[config.mk]
export PLATFORM = sky130hd
export DESIGN_NAME = shift_serializer_ctrl
export DESIGN_NICKNAME = d
export VERILOG_FILES = /design/src/rtl/shift_serializer_ctrl.sv
export SDC_FILE = /design/constraint.sdc
export NUM_CORES = 1
export LEC_CHECK = 0
export BUFFER_PORTS_ARGS = -buffer_cell sky130_fd_sc_hd__buf_2
export CORE_MARGIN = 1.5
export CORE_UTILIZATION = 39
export DETAILED_ROUTE_END_ITERATION = 10
export MAX_ROUTING_LAYER = met4
export PLACE_DENSITY = 0.65
export REMOVE_ABC_BUFFERS = 1
export SYNTH_ARGS = -nofsm -noshare
export SYNTH_HDL_FRONTEND = slang
export SYNTH_SLANG_ARGS = --single-unit
[constraint.sdc]
create_clock -name clk -period 2.15 [get_ports clk]
set_clock_uncertainty 0.15 [all_clocks]
set_input_delay 0.215 -clock clk [delete_from_list [all_inputs] [get_ports clk]]
set_output_delay 0.215 -clock clk [all_outputs]
set_load 0.01 [all_outputs]
[src/rtl/shift_serializer_ctrl.sv]
// rtl/shift_serializer_ctrl.sv - MSB-first full-duplex shift serializer/deserializer controller
// Words load in IDLE, shift one bit per (div_lat+1) cycles while serial_in fills the vacated LSBs.
module shift_serializer_ctrl #(
  parameter int WIDTH     = 8,
  parameter int DIV_WIDTH = 8
) (
  input  logic                 clk,
  input  logic                 rst_n,
  input  logic [WIDTH-1:0]     tx_data,
  input  logic                 tx_valid,
  output logic                 tx_ready,
  input  logic [DIV_WIDTH-1:0] div_cfg,
  input  logic                 abort,
  input  logic                 serial_in,
  output logic                 serial_out,
  output logic                 bit_strobe,
  output logic                 busy,
  output logic [WIDTH-1:0]     rx_data,
  output logic                 rx_valid
);

  localparam int CW = (WIDTH > 2) ? $clog2(WIDTH) : 1;
  localparam logic [CW-1:0] LAST_BIT = CW'(WIDTH - 1);

  typedef enum logic {IDLE, SHIFT} state_t;

  state_t               state, state_nxt;
  logic [WIDTH-1:0]     shift_reg;
  logic [CW-1:0]        bit_cnt;
  logic [DIV_WIDTH-1:0] div_cnt;
  logic [DIV_WIDTH-1:0] div_lat;
  logic                 accept;
  logic                 word_done;

  always_ff @(posedge clk or negedge rst_n) begin
    if (!rst_n) state <= IDLE;
    else        state <= state_nxt;
  end

  always_comb begin
    state_nxt  = state;
    tx_ready   = 1'b0;
    busy       = 1'b0;
    serial_out = 1'b0;
    bit_strobe = 1'b0;
    accept     = 1'b0;
    word_done  = 1'b0;
    case (state)
      IDLE: begin
        tx_ready = 1'b1;
        if (tx_valid) begin
          accept    = 1'b1;
          state_nxt = SHIFT;
        end
      end
      SHIFT: begin
        busy       = 1'b1;
        serial_out = shift_reg[WIDTH-1];
        bit_strobe = (div_cnt == div_lat);
        // abort wins even over the final strobe, so no word is delivered
        if (abort) begin
          state_nxt = IDLE;
        end else if (bit_strobe && bit_cnt == LAST_BIT) begin
          word_done = 1'b1;
          state_nxt = IDLE;
        end
      end
      default: state_nxt = IDLE;
    endcase
  end

  always_ff @(posedge clk or negedge rst_n) begin
    if (!rst_n) begin
      shift_reg <= '0;
      bit_cnt   <= '0;
      div_cnt   <= '0;
      div_lat   <= '0;
      rx_data   <= '0;
      rx_valid  <= 1'b0;
    end else begin
      rx_valid <= word_done;
      if (accept) begin
        shift_reg <= tx_data;
        div_lat   <= div_cfg;
        div_cnt   <= '0;
        bit_cnt   <= '0;
      end else if (state == SHIFT) begin
        if (abort) begin
          shift_reg <= '0;
          bit_cnt   <= '0;
          div_cnt   <= '0;
        end else if (bit_strobe) begin
          shift_reg <= {shift_reg[WIDTH-2:0], serial_in};
          div_cnt   <= '0;
          bit_cnt   <= word_done ? '0 : bit_cnt + 1'b1;
          if (word_done) rx_data <= {shift_reg[WIDTH-2:0], serial_in};
        end else begin
          div_cnt <= div_cnt + 1'b1;
        end
      end
    end
  end

endmodule
* Word level (Yosys, flattened, before mapping) *
Index checks and enable logic that the tools add are counted.
W data, S select, Z words.

word-level totals
  register bits = 37
  input bits = 21
  output and inout bits = 13
  logic and storage cells = 44

cells by class
  $add $sub $neg = 2
  equality and inequality tests = 2
  muxes and demuxes = 25
  bitwise logic cells = 3
  reduce and logical (&&, ||, !) cells = 5

operators by type and width
  kind                   count
  $mux W8                8
  $mux W3                5
  $mux W1                11
  $add A8 B1 Y8 const B  1
  $eq A8 B8 Y1           1
  $reduce_and A5 Y1      1
  $add A3 B1 Y3 const B  1
  $eq A3 B3 Y1 const B   1
  $not A1 Y1             3
  $reduce_bool A3 Y1     1
  $pmux W1 S2            1
  $reduce_and A2 Y1      1
  $reduce_bool A2 Y1     1
  $logic_and A1 B1 Y1    1

* Depth between registers and ports, before layout *
Gate-level depths: netlist (run 1).

  depth after elaboration = 10
  mapped depth = 6
  depth with buffers taken out = 5

* Worst setup path after synthesis (run 1) *
No wires, ideal clock.

  path type = flip-flop to flip-flop
  start point = register state
  end point = register rx_data[0]
  library setup time = 0.125 ns
  arrival time = 1.731 ns
  data required time = 1.875 ns
  path slack = 0.144 ns
  cell stages (with the launch flop) = 7
  clock period less this slack = 2.006 ns
  cell sequence = dfrtp_1 inv_1 nor2_1 nand4_1 or4_1 buf_6 mux2_4

between the ends
  word-level cells in the longest chain between the ends = 3
  elaborated cells between the ends (all ways) = 5

RTL lines
  what                                    RTL line  RTL
  from (decl)                             27        state_t state, state_nxt;
  from (signal assigned)                  37        else state <= state_nxt;
  $mux W1                                 48        case (state)
  $not A1 Y1 (no source line)             --
  $reduce_and A5 Y1 (no source line) (*)  --
  to (signal assigned)                    96        if (word_done) rx_data <= {shift_reg[WIDTH-2:0], serial_in};
  to (decl)                               18        output logic [WIDTH-1:0] rx_data,

Mark *: on every way between the ends. The rest lies on a longest branch, timed or not.
A chain may end at the register's enable or synchronous reset.

* Final worst setup path (run 1) *
  start point = register div_cnt[5]
  end point = register rx_data[6]

between the ends
  word-level cells in the longest chain between the ends = 6
  elaborated cells between the ends (all ways) = 7

RTL lines
  what                                    RTL line  RTL
  from (decl)                             30        logic [DIV_WIDTH-1:0] div_cnt;
  from (signal assigned)                  98        div_cnt <= div_cnt + 1'b1;
  $eq A8 B8 Y1 (*)                        59        bit_strobe = (div_cnt == div_lat);
  $logic_and A1 B1 Y1                     63        end else if (bit_strobe && bit_cnt == LAST_BIT) begin
  $mux W1                                 63
  $mux W1                                 61        if (abort) begin
  $mux W1                                 48
  $reduce_and A5 Y1 (no source line) (*)  --

Marked as above.

==> results of run 1 <==
[cells in the mapped netlist (4+ instances only)]
cell type and n:
a21o_1 4, a21oi_1 5, a221o_1 5, and2_1 7, dfrtp_1 37, inv_1 4, mux2_2 8, mux2_4 8
nand2_1 5, nor3b_1 7, o21ai_0 8, xnor2_1 9
[power groups by stage]
stage	combinational (mW)	sequential (mW)	clock, mW
finish	0.279	0.834	0.437
global route	0.310	0.845	0.489
CTS	0.281	0.833	0.457
detailed placement	0.275	0.847	0
global placement	0.264	0.843	0
floorplan	0.184	0.827	0
[worst register-to-register path, cell delays in order (launching register included)]
cell and delay (ns):
dfrtp_1 0.45, xnor2_2 0.17, nand4_2 0.12, or4_1 0.52, buf_4 0.20, mux2_4 0.31
[final cells by class]
class	count	area [sq um]	area share [%]
clock inverters	1	5.00	0.233
multi-input cells	98	808	37.7
repair buffers	44	258	12.0
clock buffers	5	68.8	3.21
flip-flops and latches	37	926	43.1
well taps	52	65.1	3.03
inverters	4	15.0	0.700
[routing by layer]
metal | vias to the layer above | wire length, microns
met3 | 6 | 217
li1 | 610 | -
met4 | 0 | 41
met2 | 36 | 1730
met1 | 604 | 1550
met5 | - | 0
[kinds of logic (layout without fill, tap and decap cells)]
family	count (synthesis)	after routing	share of synthesized area [%]
AND/OR/NAND/NOR	37	37	13.2
flip-flops	37	37	52.4
adder cells (fa/ha/maj)	3	3	2.12
multiplexers	17	17	12.5
XOR/XNOR	12	12	5.95
AO/OA/AOI/OAI	29	29	11.5
buffers and inverters	9	54	2.33
[per-stage QoR]
step | hold slack [ns] | utilization (%) | setup slack (ns) | cells | total power, mW
3_3_place_gp | 0.187 | 46.5 | 0.147 | 231 | 1.11
2_1_floorplan | -0.231 | - | 0.0261 | 139 | 1.01
3_5_place_dp | 0.206 | 46.5 | 0.0873 | 231 | 1.12
6_report | 0.00986 | 49.3 | 0.122 | 241 | 1.55
4_1_cts | 0.00154 | 48.9 | 0.0774 | 240 | 1.57
5_1_grt | 0.000579 | 49.3 | 0.00946 | 241 | 1.64
[worst min path at each step]
stage	start	endpoint	slack [ns]	depth (start not counted)
finish	div_cfg[4]	div_lat[4]	0.01	2
global route	serial_in	rx_data[0]	0.0006	2
detailed placement	rst_n	rx_data[1]	0.21	1
global placement	rst_n	rx_data[2]	0.19	1
floorplan	rst_n	bit_cnt[0]	-0.23	0
CTS	div_cfg[5]	div_lat[5]	0.002	2
[repair_timing]
action                                  in CTS  in global routing
hold buffers                                 3                  1
gates resized for setup                      0                  1
hold endpoints to repair                    39                  1
endpoints found under the setup margin       0                  4
==> flow_summary.json, run 1 <==
{
  "run_status": "completed",
  "required_ns": 2.18,
  "clk_latency_ns": 0.29,
  "path_cells": "xnor2_2, nand4_2, or4_1, buf_4, mux2_4",
  "num-fill-cells": 400,
  "drv_slew": 0,
  "vias": 1256,
  "worstSetupPathType": "reg2reg",
  "ios": 34,
  "grt_max_degree": 38,
  "p_sw_share_pct": 27.5,
  "synth_area_leaders": "dfrtp_1, mux2_4, mux2_2",
  "pwr-share-comb_pct": 18.0,
  "finalSetupViolCount": 0,
  "cp.depth": 5,
  "floorplan.initialDensity_pct": 40.6,
  "grt_pass1_vias": 1307,
  "diodes": 0,
  "cts_sinks": 37,
  "cp_num_buf_inv": 1,
  "seq_power_share_pct": 53.8,
  "rsz0062_at_grt": "false",
  "yosys_register_bits": 37,
  "grt_pass1_wl_mm": 6.04,
  "antenna_left": 0,
  "yosys_warnings": 0,
  "root_buffer": "clkbuf_8",
  "tightest_slew_ns": 0.816,
  "power_leakage_nw": 1.08,
  "endpoint": "rx_data[6]",
  "slew-limit-headroom_pct": 45.6,
  "r2r-start": "div_cnt[5]",
  "crit_path_start_kind": "flip-flop",
  "rows": 24,
  "power_switching_mw": 0.426,
  "core-area_sq_um": 4350,
  "grt_util_met3_pct": 4.76,
  "max_freq_mhz": 493,
  "crit-reg2reg-capture": "rx_data[6]",
  "peakVddDrop_v": 0.000363,
  "syn_area_sq_um": 1770,
  "grt_overflow_total": 0,
  "tns_ns": 0,
  "yosysUniqueCellTypes": 35,
  "top_usage_layer": "met2",
  "crit_path_start": "div_cnt[5]",
  "viasPerCell": 5.21,
  "ys.flop_type": "dfrtp_1",
  "htreeDepth": 2,
  "period_minus_slack_ns": 2.03,
  "route.detailed.drc": 0,
  "async_flop_share_pct": 100,
  "min_path_type": "in2reg",
  "post_cts_buffers": 0,
  "final_cell_mix": "dfrtp_1, buf_2",
  "dpl-instance-area_sq_um": 2020,
  "p_per_area_nw_per_um2": 722,
  "design_area_sq_um": 2150,
  "synth-edff-count": 0,
  "wirelength_mm": 3.55,
  "hold_violations": 0,
  "use_met1_pct": 19.6,
  "grtUsageMet2_pct": 26.3,
  "yosysSeqAreaShare_pct": 52.4,
  "max_stage_delay_ns": 0.52,
  "cts_tree": "done",
  "drt_iter0_drc": 63,
  "drt_pass1_iterations": 4,
  "final_nets": 214,
  "arrival_ns": 2.05,
  "gp_routability_congestion": 0.766,
  "dp_hpwl_mm": 2.63,
  "clkSlewWorstSetupHoldPaths_ns": 0.07,
  "cp_max_fo": 8,
  "cap_violations": 0,
  "synth_top_area_share_pct": 52.4,
  "die_y_microns": 70.3,
  "p_int_mw": 1.12,
  "cts_buffer_depth": 2,
  "cts_buffers": 5,
  "io_buffers": 33,
  "rr_worst_depth": 5,
  "drive_gt1_share_pct": 37.6,
  "wire_per_inst_microns": 14.7,
  "crit_family": "simple AND/OR/NAND/NOR gates",
  "die_area_sq_um": 4950,
  "cp-end-kind": "flip-flop",
  "final_common_cell": "dfrtp_1",
  "rrSetupSlack_ns": 0.12,
  "synth.avg_cell_area_sq_um": 12.3,
  "pwr-share-clk_pct": 28.2,
  "post-route-period-util_pct": 94.3,
  "areaGrowthSynthToFinish_pct": 21.4,
  "antenna_found_initial": 0,
  "dieWidth_microns": 70.3,
  "critPathSlowestCell": "or4_1",
  "yosysTopAreaCell": "dfrtp_1",
  "synthCells": 144,
  "grtUsageTotal_pct": 16.4
}
Note: power is estimated with default switching activity, not from simulation.
==> run 2: changes to the inputs <==
--- a/config.mk
+++ b/config.mk
@@ -7,10 +7,10 @@
 export LEC_CHECK = 0
 export BUFFER_PORTS_ARGS = -buffer_cell sky130_fd_sc_hd__buf_2
 export CORE_MARGIN = 1.5
-export CORE_UTILIZATION = 39
+export CORE_UTILIZATION = 30
 export DETAILED_ROUTE_END_ITERATION = 10
 export MAX_ROUTING_LAYER = met4
-export PLACE_DENSITY = 0.65
+export PLACE_DENSITY = 0.54
 export REMOVE_ABC_BUFFERS = 1
 export SYNTH_ARGS = -nofsm -noshare
 export SYNTH_HDL_FRONTEND = slang
==> run 2 against run 1 <==
First-iteration DRC count is 16% lower; via count is 0.72% lower; design area is 4.5% higher; global-route usage is 3.9 points lower; sequential share of layout area is 1.9 points lower; non-clock buffer count is 2 higher; power is 18% higher; setup slack worse by 0.0081 ns; critical path depth stayed put; count of clock-buffer cells in the layout stayed put; sequential cell count stayed put.
==> flow_summary.json, run 2 (synthesized netlist as in run 1, its figures left out) <==
{
  "antenna_found_initial": 0,
  "ios": 34,
  "clkSlewWorstSetupHoldPaths_ns": 0.07,
  "cap_violations": 0,
  "floorplan.initialDensity_pct": 31.5,
  "grt_util_met3_pct": 3.43,
  "cts_buffer_depth": 2,
  "drt_pass1_iterations": 4,
  "die_y_microns": 79.8,
  "drive_gt1_share_pct": 39.4,
  "rsz0062_at_grt": "false",
  "drt_iter0_drc": 53,
  "dp_hpwl_mm": 2.65,
  "rows": 27,
  "max_freq_mhz": 491,
  "io_buffers": 33,
  "post-route-period-util_pct": 94.7,
  "finalSetupViolCount": 0,
  "diodes": 0,
  "areaGrowthSynthToFinish_pct": 26.9,
  "viasPerCell": 4.71,
  "die_area_sq_um": 6360,
  "num-fill-cells": 573,
  "cts_tree": "done",
  "dpl-instance-area_sq_um": 2070,
  "period_minus_slack_ns": 2.04,
  "tightest_slew_ns": 0.818,
  "cp_max_fo": 8,
  "core-area_sq_um": 5610,
  "gp_routability_congestion": 0.753,
  "holdPathStages": 2,
  "worstSetupPathType": "reg2reg",
  "min_path_type": "in2reg",
  "layout_setup_ws_ns": 0.114,
  "clk_latency_ns": 0.29,
  "arrival_ns": 2.06,
  "run_status": "completed",
  "top_usage_layer": "met2",
  "vias": 1247,
  "grt_pass1_wl_mm": 5.86,
  "power_leakage_nw": 1.12,
  "antenna_left": 0,
  "cts_buffers": 5,
  "tns_ns": 0,
  "total_power_mw": 1.83,
  "root_buffer": "clkbuf_8",
  "rr_worst_depth": 5,
  "slew-limit-headroom_pct": 45.4,
  "final_nets": 216,
  "post_cts_buffers": 0,
  "grtUsageTotal_pct": 12.5,
  "grt_overflow_total": 0,
  "grt_pass1_vias": 1261,
  "design_area_sq_um": 2240,
  "wirelength_mm": 3.59,
  "peakVddDrop_v": 0.000435,
  "hold_violations": 0,
  "drv_slew": 0,
  "final_common_cell": "dfrtp_1",
  "p_per_area_nw_per_um2": 818,
  "crit_path_start_kind": "flip-flop",
  "route.detailed.drc": 0,
  "pre_cts_slack_ns": 0.0802,
  "dieWidth_microns": 79.8,
  "required_ns": 2.17,
  "holdWs_ns": 0.00969,
  "wire_per_inst_microns": 13.5,
  "htreeDepth": 2,
  "grt_max_degree": 38,
  "cts_sinks": 37,
  "use_met1_pct": 15.8,
  "final_cell_mix": "dfrtp_1, buf_2, buf_4",
  "grtUsageMet2_pct": 19.4,
  "cp-end-kind": "flip-flop"
}
## run 2: repair_timing
action                                  in CTS  in global routing
endpoints found under the setup margin       0                  8
hold buffers                                 3                  0
gates resized for setup                      0                  1
endpoints found under the hold margin       39                  0
## run 2: final timing paths
path	from	end	slack (ns)
setup / recovery	div_cnt[6]	rx_data[7]	0.11
hold / removal	div_cfg[2]	div_lat[2]	0.01
setup reg to reg	div_cnt[6]	rx_data[7]	0.11
hold reg to reg	bit_cnt[2]	bit_cnt[2]	0.35
max in group asynchronous	rst_n	div_cnt[3]	0.92
min in group asynchronous	rst_n	rx_valid	0.41
## run 2: routing by layer
| metal | vias up | wire length [microns] |
|---|---|---|
| li1 | 616 | - |
| met1 | 594 | 1760 |
| met2 | 30 | 1620 |
| met3 | 7 | 159 |
| met4 | 0 | 44 |
| met5 | - | 0 |
## run 2: worst max-delay path, cell delays in order (launching register included)
cell	delay [ns]
dfrtp_1	0.42
xnor2_1	0.19
nand4_2	0.12
or4_1	0.53
buf_4	0.20
mux2_4	0.30
## run 2: power by group
part           internal (mW)  switching (mW)
Sequential             0.767          0.0605
Clock                  0.461           0.248
Combinational          0.154           0.144
## run 2: final cells by class
class	count	area, sq um	share of cell area, %
Clock buffer	5	68.8	3.07
Clock inverter	3	65.1	2.90
Inverter	4	15.0	0.669
Multi-Input combinational cell	98	808	36.0
Sequential cell	37	926	41.3
Tap cell	72	90.1	4.02
Timing Repair Buffer	46	270	12.0
## run 2: metrics by stage
step | utilization, % | std cells
5_1_grt | 40.0 | 265
2_1_floorplan | - | 139
4_1_cts | 39.9 | 265
6_report | 40.0 | 265
3_5_place_dp | 36.9 | 254
3_3_place_gp | 36.9 | 254
==> run 3: changes to the inputs <==
--- a/config.mk
+++ b/config.mk
@@ -8,9 +8,9 @@
 export BUFFER_PORTS_ARGS = -buffer_cell sky130_fd_sc_hd__buf_2
 export CORE_MARGIN = 1.5
 export CORE_UTILIZATION = 30
+export CTS_CLUSTER_DIAMETER = 200
 export DETAILED_ROUTE_END_ITERATION = 10
 export MAX_ROUTING_LAYER = met4
-export PLACE_DENSITY = 0.54
 export REMOVE_ABC_BUFFERS = 1
 export SYNTH_ARGS = -nofsm -noshare
 export SYNTH_HDL_FRONTEND = slang
==> run 3 against run 2 <==
Via count grew 2.3%; die area did not move; largest power group unchanged; critical path depth unchanged; register-to-register slack worse by 0.04 ns; sequential cell count stayed put.
==> flow_summary.json, run 3 (synthesized netlist as in run 1, its figures left out) <==
{
  "run_status": "completed",
  "floorplan.initialDensity_pct": 31.5,
  "p_per_area_nw_per_um2": 750,
  "cts_buffers": 5,
  "antenna_left": 0,
  "grt_pass1_vias": 1219,
  "period_minus_slack_ns": 2.08,
  "layout_setup_ws_ns": 0.0748,
  "drv_slew": 0,
  "cp_max_fo": 8,
  "cts_sinks": 37,
  "cp-end-kind": "flip-flop",
  "io_buffers": 33,
  "power_switching_mw": 0.446,
  "max_freq_mhz": 482,
  "die_area_sq_um": 6360,
  "root_buffer": "clkbuf_8",
  "total_power_mw": 1.64,
  "power_leakage_nw": 1.09,
  "dp_cells": 251,
  "dp_hpwl_mm": 2.57,
  "endpoint": "rx_data[0]",
  "die_y_microns": 79.8,
  "cts_tree": "done",
  "cts_resized": 0,
  "pwr-share-comb_pct": 16.9,
  "crit-reg2reg-capture": "rx_data[0]",
  "clk_latency_ns": 0.29,
  "grt_overflow_total": 0,
  "ios": 34,
  "min_path_type": "in2reg",
  "finalSetupViolCount": 0,
  "cap_violations": 0,
  "fin_util_pct": 39.1,
  "drt_pass1_iterations": 4,
  "final_common_cell": "dfrtp_1",
  "dieWidth_microns": 79.8,
  "post-route-period-util_pct": 96.5,
  "areaGrowthSynthToFinish_pct": 23.9,
  "diodes": 0,
  "arrival_ns": 2.11,
  "pwr-share-clk_pct": 32.6,
  "clkSlewWorstSetupHoldPaths_ns": 0.07,
  "rsz0062_at_grt": "false",
  "r2r-start": "div_cnt[3]",
  "wirelength_mm": 3.53,
  "grtUsageTotal_pct": 12.4,
  "tightest_slew_ns": 0.819,
  "htreeDepth": 2,
  "crit_path_start_kind": "flip-flop",
  "drive_gt1_share_pct": 37.7,
  "rows": 27,
  "gp_routability_congestion": 0.831,
  "seq_power_share_pct": 50.5,
  "design_area_sq_um": 2190,
  "hold_violations": 0,
  "pre_cts_slack_ns": 0.120,
  "final_nets": 214,
  "slew-limit-headroom_pct": 45.4,
  "p_int_mw": 1.20,
  "rrSetupSlack_ns": 0.07,
  "worstSetupPathType": "reg2reg",
  "viasPerCell": 4.85,
  "antenna_found_initial": 0,
  "layout.cells.non_filler": 263,
  "crit_path_start": "div_cnt[3]",
  "drt_iter0_drc": 87,
  "rr_worst_depth": 5,
  "route.detailed.drc": 0,
  "vias": 1276,
  "wire_per_inst_microns": 13.4,
  "required_ns": 2.18,
  "dpl-instance-area_sq_um": 2050,
  "peakVddDrop_v": 0.000262,
  "p_sw_share_pct": 27.1,
  "final_cell_mix": "dfrtp_1, buf_2, xnor2_1",
  "tns_ns": 0,
  "grt_max_degree": 38,
  "holdWs_ns": 0.0102,
  "grt_pass1_wl_mm": 5.77,
  "core-area_sq_um": 5610,
  "cts_buffer_depth": 2
}
run 3: layer usage:
metal / wire [microns] / track usage [%] / up-vias / part of all wire, %
li1: - / - / 612 / -
met1: 1680 / 15.9 / 625 / 48
met2: 1590 / 18.5 / 34 / 45
met3: 215 / 3.20 / 5 / 6.1
met4: 47 / 5.17 / 0 / 1.3
met5: 0 / - / - / 0
run 3: cell type report:
cell class / count / area, sq um
fillers: 566 / 3420
flip-flops and latches: 37 / 926
multi-input cells: 98 / 801
repair buffers: 44 / 258
clock buffers: 7 / 96.3
well taps: 72 / 90.1
inverters: 4 / 15.0
clock inverters: 1 / 5.00
run 3: power groups by stage:
| stage | logic [mW] | clock network (mW) | registers (mW) |
|---|---|---|---|
| 5_1_grt | 0.311 | 0.588 | 0.839 |
| 3_5_place_dp | 0.275 | 0 | 0.845 |
| 2_1_floorplan | 0.184 | 0 | 0.827 |
| 4_1_cts | 0.281 | 0.553 | 0.831 |
| 3_3_place_gp | 0.272 | 0 | 0.842 |
| 6_report | 0.277 | 0.536 | 0.830 |
run 3: how the worst min path moves through the flow:
| stage | start | end | slack (ns) | depth (start not counted) |
|---|---|---|---|---|
| after floorplan | rst_n | bit_cnt[0] | -0.23 | 0 |
| after global placement | rst_n | rx_data[2] | 0.21 | 1 |
| after detailed placement | rst_n | rx_data[3] | 0.22 | 1 |
| after CTS | div_cfg[6] | div_lat[6] | 0.001 | 2 |
| after global routing | div_cfg[1] | div_lat[1] | 0.002 | 2 |
| final | div_cfg[3] | div_lat[3] | 0.01 | 2 |
run 3: critical path: stages, from the launching register on:
cell	delay, ns
dfrtp_1	0.43
xnor2_1	0.32
nand4_1	0.14
or4_1	0.41
buf_4	0.20
mux2_4	0.30
run 3: repair_timing:
action	in CTS	in global routing
setup buffers	0	0
hold buffers	4	0
endpoints found under the hold margin	40	0
